**src/rtl/cmp_rgb_pkg.sv**
```systemverilog
// Shared types and the reference compare function for the comparator RGB self-test.
// Holds no logic. W-dependent sizes stay in the modules that use them.
package cmp_rgb_pkg;

  typedef enum logic [1:0] {IDLE, DRIVE, DONE} state_t;

  // Widest operand expected_rgb accepts; callers zero-extend into it.
  localparam int MAX_W = 16;

  function automatic logic [2:0] expected_rgb(input logic [MAX_W-1:0] a,
                                              input logic [MAX_W-1:0] b);
    return {a > b, a == b, a < b};
  endfunction

endpackage

```
**src/rtl/cmp_rgb_dwell_timer.sv**
```systemverilog
// Dwell timer: counts down from DWELL_CYCLES-1 to 0 after each load; last_cycle marks the sample cycle.
// Latency: load takes effect on the next edge. Backpressure: none; en freezes the count.
// Holds at zero once expired; the owner reloads it for each new vector.
module cmp_rgb_dwell_timer #(
  parameter int DWELL_CYCLES = 4
) (
  input  logic clk,
  input  logic rst_n,
  input  logic load,
  input  logic en,
  output logic last_cycle
);

  localparam int CW = (DWELL_CYCLES > 1) ? $clog2(DWELL_CYCLES) : 1;
  localparam logic [CW-1:0] TOP = CW'(DWELL_CYCLES - 1);

  logic [CW-1:0] cnt;

  always_ff @(posedge clk) begin
    if (!rst_n)
      cnt <= '0;
    else if (load)
      cnt <= TOP;
    else if (en && cnt != '0)
      cnt <= cnt - CW'(1);
  end

  assign last_cycle = en && (cnt == '0);

endmodule

```
**src/rtl/cmp_rgb_sweeper.sv**
```systemverilog
// Sweeps every (a,b) pair into the comparator, checks the returned RGB one-hot and reports the result.
// Latency: 2^(2W)*DWELL_CYCLES cycles from start to done. Backpressure: start ignored while busy.
module cmp_rgb_sweeper
  import cmp_rgb_pkg::*;
#(
  parameter int W            = 2,
  parameter int DWELL_CYCLES = 4,
  parameter int ERR_W        = 5
) (
  input  logic             clk,
  input  logic             rst_n,
  input  logic             start,
  output logic [W-1:0]     a_out,
  output logic [W-1:0]     b_out,
  input  logic             red_in,
  input  logic             green_in,
  input  logic             blue_in,
  output logic             busy,
  output logic             done,
  output logic             pass,
  output logic [ERR_W-1:0] err_count,
  output logic             fail_valid,
  output logic [W-1:0]     fail_a,
  output logic [W-1:0]     fail_b
);

  localparam int VW = 2 * W;
  localparam logic [VW-1:0] LAST_VEC = '1;

  state_t          state;
  logic [VW-1:0]   vec;
  logic            last_cycle;
  logic            start_ok;
  logic            sample;
  logic            mismatch;
  logic [2:0]      exp_rgb;
  logic [ERR_W-1:0] err_next;

  // {a,b} is the vector index itself, so a sits in the MSBs.
  assign a_out = vec[VW-1:W];
  assign b_out = vec[W-1:0];

  assign start_ok = start && (state != DRIVE);
  assign sample   = (state == DRIVE) && last_cycle;
  assign exp_rgb  = expected_rgb(MAX_W'(a_out), MAX_W'(b_out));
  assign mismatch = sample && ({red_in, green_in, blue_in} != exp_rgb);
  assign err_next = (mismatch && err_count != '1) ? err_count + ERR_W'(1) : err_count;

  cmp_rgb_dwell_timer #(
    .DWELL_CYCLES(DWELL_CYCLES)
  ) u_dwell (
    .clk       (clk),
    .rst_n     (rst_n),
    .load      (start_ok || (sample && vec != LAST_VEC)),
    .en        (state == DRIVE),
    .last_cycle(last_cycle)
  );

  always_ff @(posedge clk) begin
    if (!rst_n) begin
      state      <= IDLE;
      vec        <= '0;
      busy       <= 1'b0;
      done       <= 1'b0;
      pass       <= 1'b0;
      err_count  <= '0;
      fail_valid <= 1'b0;
      fail_a     <= '0;
      fail_b     <= '0;
    end else begin
      case (state)
        IDLE, DONE: begin
          if (start) begin
            state      <= DRIVE;
            vec        <= '0;
            busy       <= 1'b1;
            done       <= 1'b0;
            pass       <= 1'b0;
            err_count  <= '0;
            fail_valid <= 1'b0;
            fail_a     <= '0;
            fail_b     <= '0;
          end
        end
        DRIVE: begin
          if (sample) begin
            err_count <= err_next;
            // Only the first failing vector is kept.
            if (mismatch && !fail_valid) begin
              fail_valid <= 1'b1;
              fail_a     <= a_out;
              fail_b     <= b_out;
            end
            if (vec == LAST_VEC) begin
              state <= DONE;
              busy  <= 1'b0;
              done  <= 1'b1;
              pass  <= (err_next == '0);
            end else begin
              vec <= vec + VW'(1);
            end
          end
        end
        default: state <= IDLE;
      endcase
    end
  end

endmodule

```
**config.mk**
```make
export PLATFORM = sky130hd
export DESIGN_NAME = cmp_rgb_sweeper
export DESIGN_NICKNAME = d
export VERILOG_FILES = /design/src/rtl/cmp_rgb_pkg.sv /design/src/rtl/cmp_rgb_dwell_timer.sv /design/src/rtl/cmp_rgb_sweeper.sv
export SDC_FILE = /design/constraint.sdc
export NUM_CORES = 1
export LEC_CHECK = 0
export BUFFER_PORTS_ARGS = -buffer_cell sky130_fd_sc_hd__buf_2
export CELL_PAD_IN_SITES_DETAIL_PLACEMENT = 2
export CELL_PAD_IN_SITES_GLOBAL_PLACEMENT = 2
export CORE_MARGIN = 5
export CORE_UTILIZATION = 31
export CTS_CLUSTER_SIZE = 24
export DETAILED_ROUTE_END_ITERATION = 7
export PLACE_DENSITY = 0.77
export SYNTH_ARGS = -nofsm -noshare
export SYNTH_HDL_FRONTEND = slang
export SYNTH_SLANG_ARGS = --single-unit
export TNS_END_PERCENT = 50
```
**constraint.sdc**
```tcl
create_clock -name clk -period 2.52 [get_ports clk]
set_input_delay 0.756 -clock clk [delete_from_list [all_inputs] [get_ports clk]]
set_output_delay 0.756 -clock clk [all_outputs]
set_load 0.005 [all_outputs]
```
==> impl_results.md <==
* Int Pwr at 0.499 mW
* Vias in the first global route at between 1000 and 1500
* Comb pwr share at 17.8%
* Remaining antenna violation count at 0
* Die area at around 0.0053 mm^2
* Drt drc at 0
* # H-tree levels at 1
* Pleak at about 0.63 nW
* Seq pwr share at around 50%
* Number of max-cap violations at 0
* Gate Count Post-Synth at approximately 150
* Final Critical Period at approximately 2400 ps
* Number of CTS-inserted buffers at 3
* Layout cell share with drive strength beyond 1 at 20.3%
* Area growth, synth to finish at 20.8%
* Net switching share of the total power at 28.5%
* Fill count at 440
* Final nets at approximately 200
* Die height at 72.6 um
* Reg2Reg Capture Point: pass
* PortBufs at 22
* Clock Latency Late Sink at ~260 ps
* Hold Path Class: reg -> reg
* Power per cell area at 475 mW/mm^2
* Final setup vio count at 0
* Dpl cells at 225
* Setup tns final at 0 ps
* Core area at ~0.0037 mm^2
* Final Slew Violations at 0
* Top-Level Pins at 23
* Synth Register Bits at 21
* Max Clk Rate at 0.426 GHz
* RD Place Congestion at 0.749
* R2R cell count at 8
* Synthesized area at 0.00121 mm^2
* Die W at approximately 73 um
* Worst VDD drop at roughly 0.34 mV
* Multi-input gate area at 759 um^2
* ANT cells at 0
* Worst Tran Pin Value at 415 ps
* GRT Overall Usage at 15.9%
* Synthesis Warnings at 0
* Worst r2r src: vec[2]
* Starting Density at around a third
* R2R setup slack at 170 ps
* Root Buffer: clkbuf_8
* Worst setup SP type: flop
* First-pass GRT wire length at 6670 um
* CTS tree: yes
* Skew final at about 5.0 ps
* Outcome: finished, final reports clean
* Vias post-DR at 1269
* Critical path peak fanout at 5
* DP Area at around 0.0014 mm^2
* First drt pass iteration count at 4
* DP Wirelength at 3120 um
* WL final at 4020 um
* Hold slack at 471 ps
* Syn nets at 166
* Post-CTS Hold Buffers at 0
* Clock power frac at between 30 and 40%
* Total grt overflow at 0
* Synth cell types at 39
* Tcrit/Tclk final at 93.3%
* Req. time, crit path at around 2700 ps
* Worst-path clk slew at 80 ps
* Post-synthesis sequential area ratio at roughly 35%
* Maximum buffer depth of the clock tree at 2
* Synthesized area per cell at 7.89 um^2
* NetSw at 0.199 mW
* WL/cell at 17.5 um
* Worst rel slew slack at 71.6%
* Largest net degree at the start of global routing at 15
* Initial antenna violation count at 0
* Setup Crit Path Kind: reg -> reg
* Fin. Hold Viols at 0
* DR vias/cell at about 5.5
* Critical path arrival at roughly 2500 ps
* Row cnt at 22
* Hold Startpoint: fail_a[0]
* Worst Hold End: fail_a[0]
* Violation count after the first detailed-route iteration at 29
* Sequential Area at approximately 420 um^2
* Post-Layout Inst Area at ~0.0015 mm^2
* Final Non-Filler Cells at 230
* Clock tree sinks at 21
* Hold Crit Depth at 2
* Worst setup EP type: flop
## final cells by class
| class | count | share of cell area, % |
|---|---|---|
| multi-input combinational | 121 | 51.7 |
| tap | 48 | 4.09 |
| clock buffer | 4 | 3.07 |
| timing repair buffer | 27 | 10.1 |
| inverter | 9 | 2.30 |
| sequential | 21 | 28.7 |
## cells in the final DEF, fill, tap and decap left out, drive strengths merged, types with 6 or more instances in the layout
cell | netlist | routed
buf | 0 | 27
dfxtp | 21 | 21
nor2 | 18 | 18
nand3 | 16 | 16
a21oi | 14 | 14
o21ai | 12 | 12
inv | 9 | 9
nand2 | 8 | 8
ha | 6 | 6
## worst max-delay path, cell delays in order (launching register included)
cell      delay (ps)
dfxtp_2          370
inv_1            100
ha_1             340
inv_1             70
a221o_1          400
a211oi_4         340
mux2i_1          150
or2_1            260
o31ai_2          230
## metal layers
metal / up-vias / share of wire, % / track usage [%]
met2: 18 / 52 / 28.5
met3: 5 / 2.5 / 1.79
met1: 627 / 44 / 20.0
li1: 619 / - / -
met4: 0 / 1.2 / 4.30
met5: - / 0 / 0
## state kept, by name, summed over array words and instances, names as in the netlist
register	cells
err_count	5
vec	4
fail_a	2
fail_b	2
state	2
u_dwell.cnt	2
busy	1
done	1
fail_valid	1
pass	1
## cell usage after synthesis
| library cell | number | area (um^2) |
|---|---|---|
| nand2_1 | 8 | 30.0 |
| o21ba_1 | 1 | 10.0 |
| a21oi_1 | 14 | 70.1 |
| nand4_1 | 1 | 6.26 |
| nor4b_1 | 1 | 8.76 |
| o211ai_1 | 5 | 37.5 |
| o31a_1 | 1 | 8.76 |
| o21a_1 | 1 | 7.51 |
| mux2i_1 | 2 | 20.0 |
| nor3b_1 | 2 | 15.0 |
| o21ai_0 | 7 | 35.0 |
| a211oi_4 | 1 | 20.0 |
| o22ai_1 | 3 | 18.8 |
| and2_1 | 1 | 6.26 |
| a221o_1 | 1 | 10.0 |
| a22oi_1 | 1 | 7.51 |
| nor2b_1 | 2 | 12.5 |
| nor2_1 | 18 | 67.6 |
| xor2_1 | 1 | 8.76 |
| o31ai_1 | 2 | 15.0 |
| inv_1 | 9 | 33.8 |
| or4_1 | 2 | 15.0 |
| nand3_1 | 16 | 80.1 |
| or2_1 | 4 | 25.0 |
| xnor2_1 | 1 | 8.76 |
| nand2b_1 | 2 | 12.5 |
| dfxtp_1 | 21 | 420 |
| and2_0 | 1 | 6.26 |
| ha_1 | 6 | 75.1 |
| o31ai_2 | 1 | 12.5 |
| nor3_1 | 1 | 5.00 |
| and3_1 | 5 | 31.3 |
| a2111oi_0 | 1 | 8.76 |
| and2b_1 | 1 | 7.51 |
| o21ai_1 | 4 | 20.0 |
| clkbuf_1 | 3 | 11.3 |
| a211o_1 | 1 | 8.76 |
| a32oi_1 | 1 | 8.76 |
| o21ai_2 | 1 | 8.76 |
## power groups by stage
| stage | sequential, mW | combinational [mW] | clock, mW |
|---|---|---|---|
| finish | 0.348 | 0.124 | 0.226 |
| global placement | 0.355 | 0.111 | 0 |
| floorplan | 0.355 | 0.0766 | 0 |
| CTS | 0.348 | 0.121 | 0.230 |
| global route | 0.350 | 0.139 | 0.243 |
| detailed placement | 0.356 | 0.118 | 0 |
## logic make-up (layout without fill, tap and decap cells)
family,Yosys count,in the layout,synth area share [%]
compound gates,46,46,25.3
buf+inv,12,40,3.71
mux,2,2,1.65
xor+xnor,2,2,1.44
flops,21,21,34.6
fa+ha+maj,6,6,6.18
simple gates,65,65,27.1
## per-stage QoR
stage	power, mW	setup slack (ps)	utilization (%)
global placement	0.466	237	37.8
CTS	0.699	127	39.0
detailed placement	0.475	157	37.8
finish	0.698	170	39.5
global route	0.731	-0.491	39.5
floorplan	0.432	449	-
## repair_timing
action / in CTS / in global routing
setup buffers: 0 / 1
resized for setup: 0 / 5
hold endpoints to repair: 0 / 0
endpoints found under the setup margin: 0 / 8
## worst max path at each step
| stage | start | to | slack (ps) | cells after the start |
|---|---|---|---|---|
| 2_1_floorplan | vec[2] | pass | 450 | 8 |
| 3_3_place_gp | vec[2] | pass | 240 | 8 |
| 3_5_place_dp | vec[1] | err_count[0] | 160 | 8 |
| 4_1_cts | vec[2] | err_count[0] | 130 | 8 |
| 5_1_grt | vec[1] | pass | -0.5 | 8 |
| 6_report | vec[2] | pass | 170 | 8 |
(Power assumes the default switching activity.)
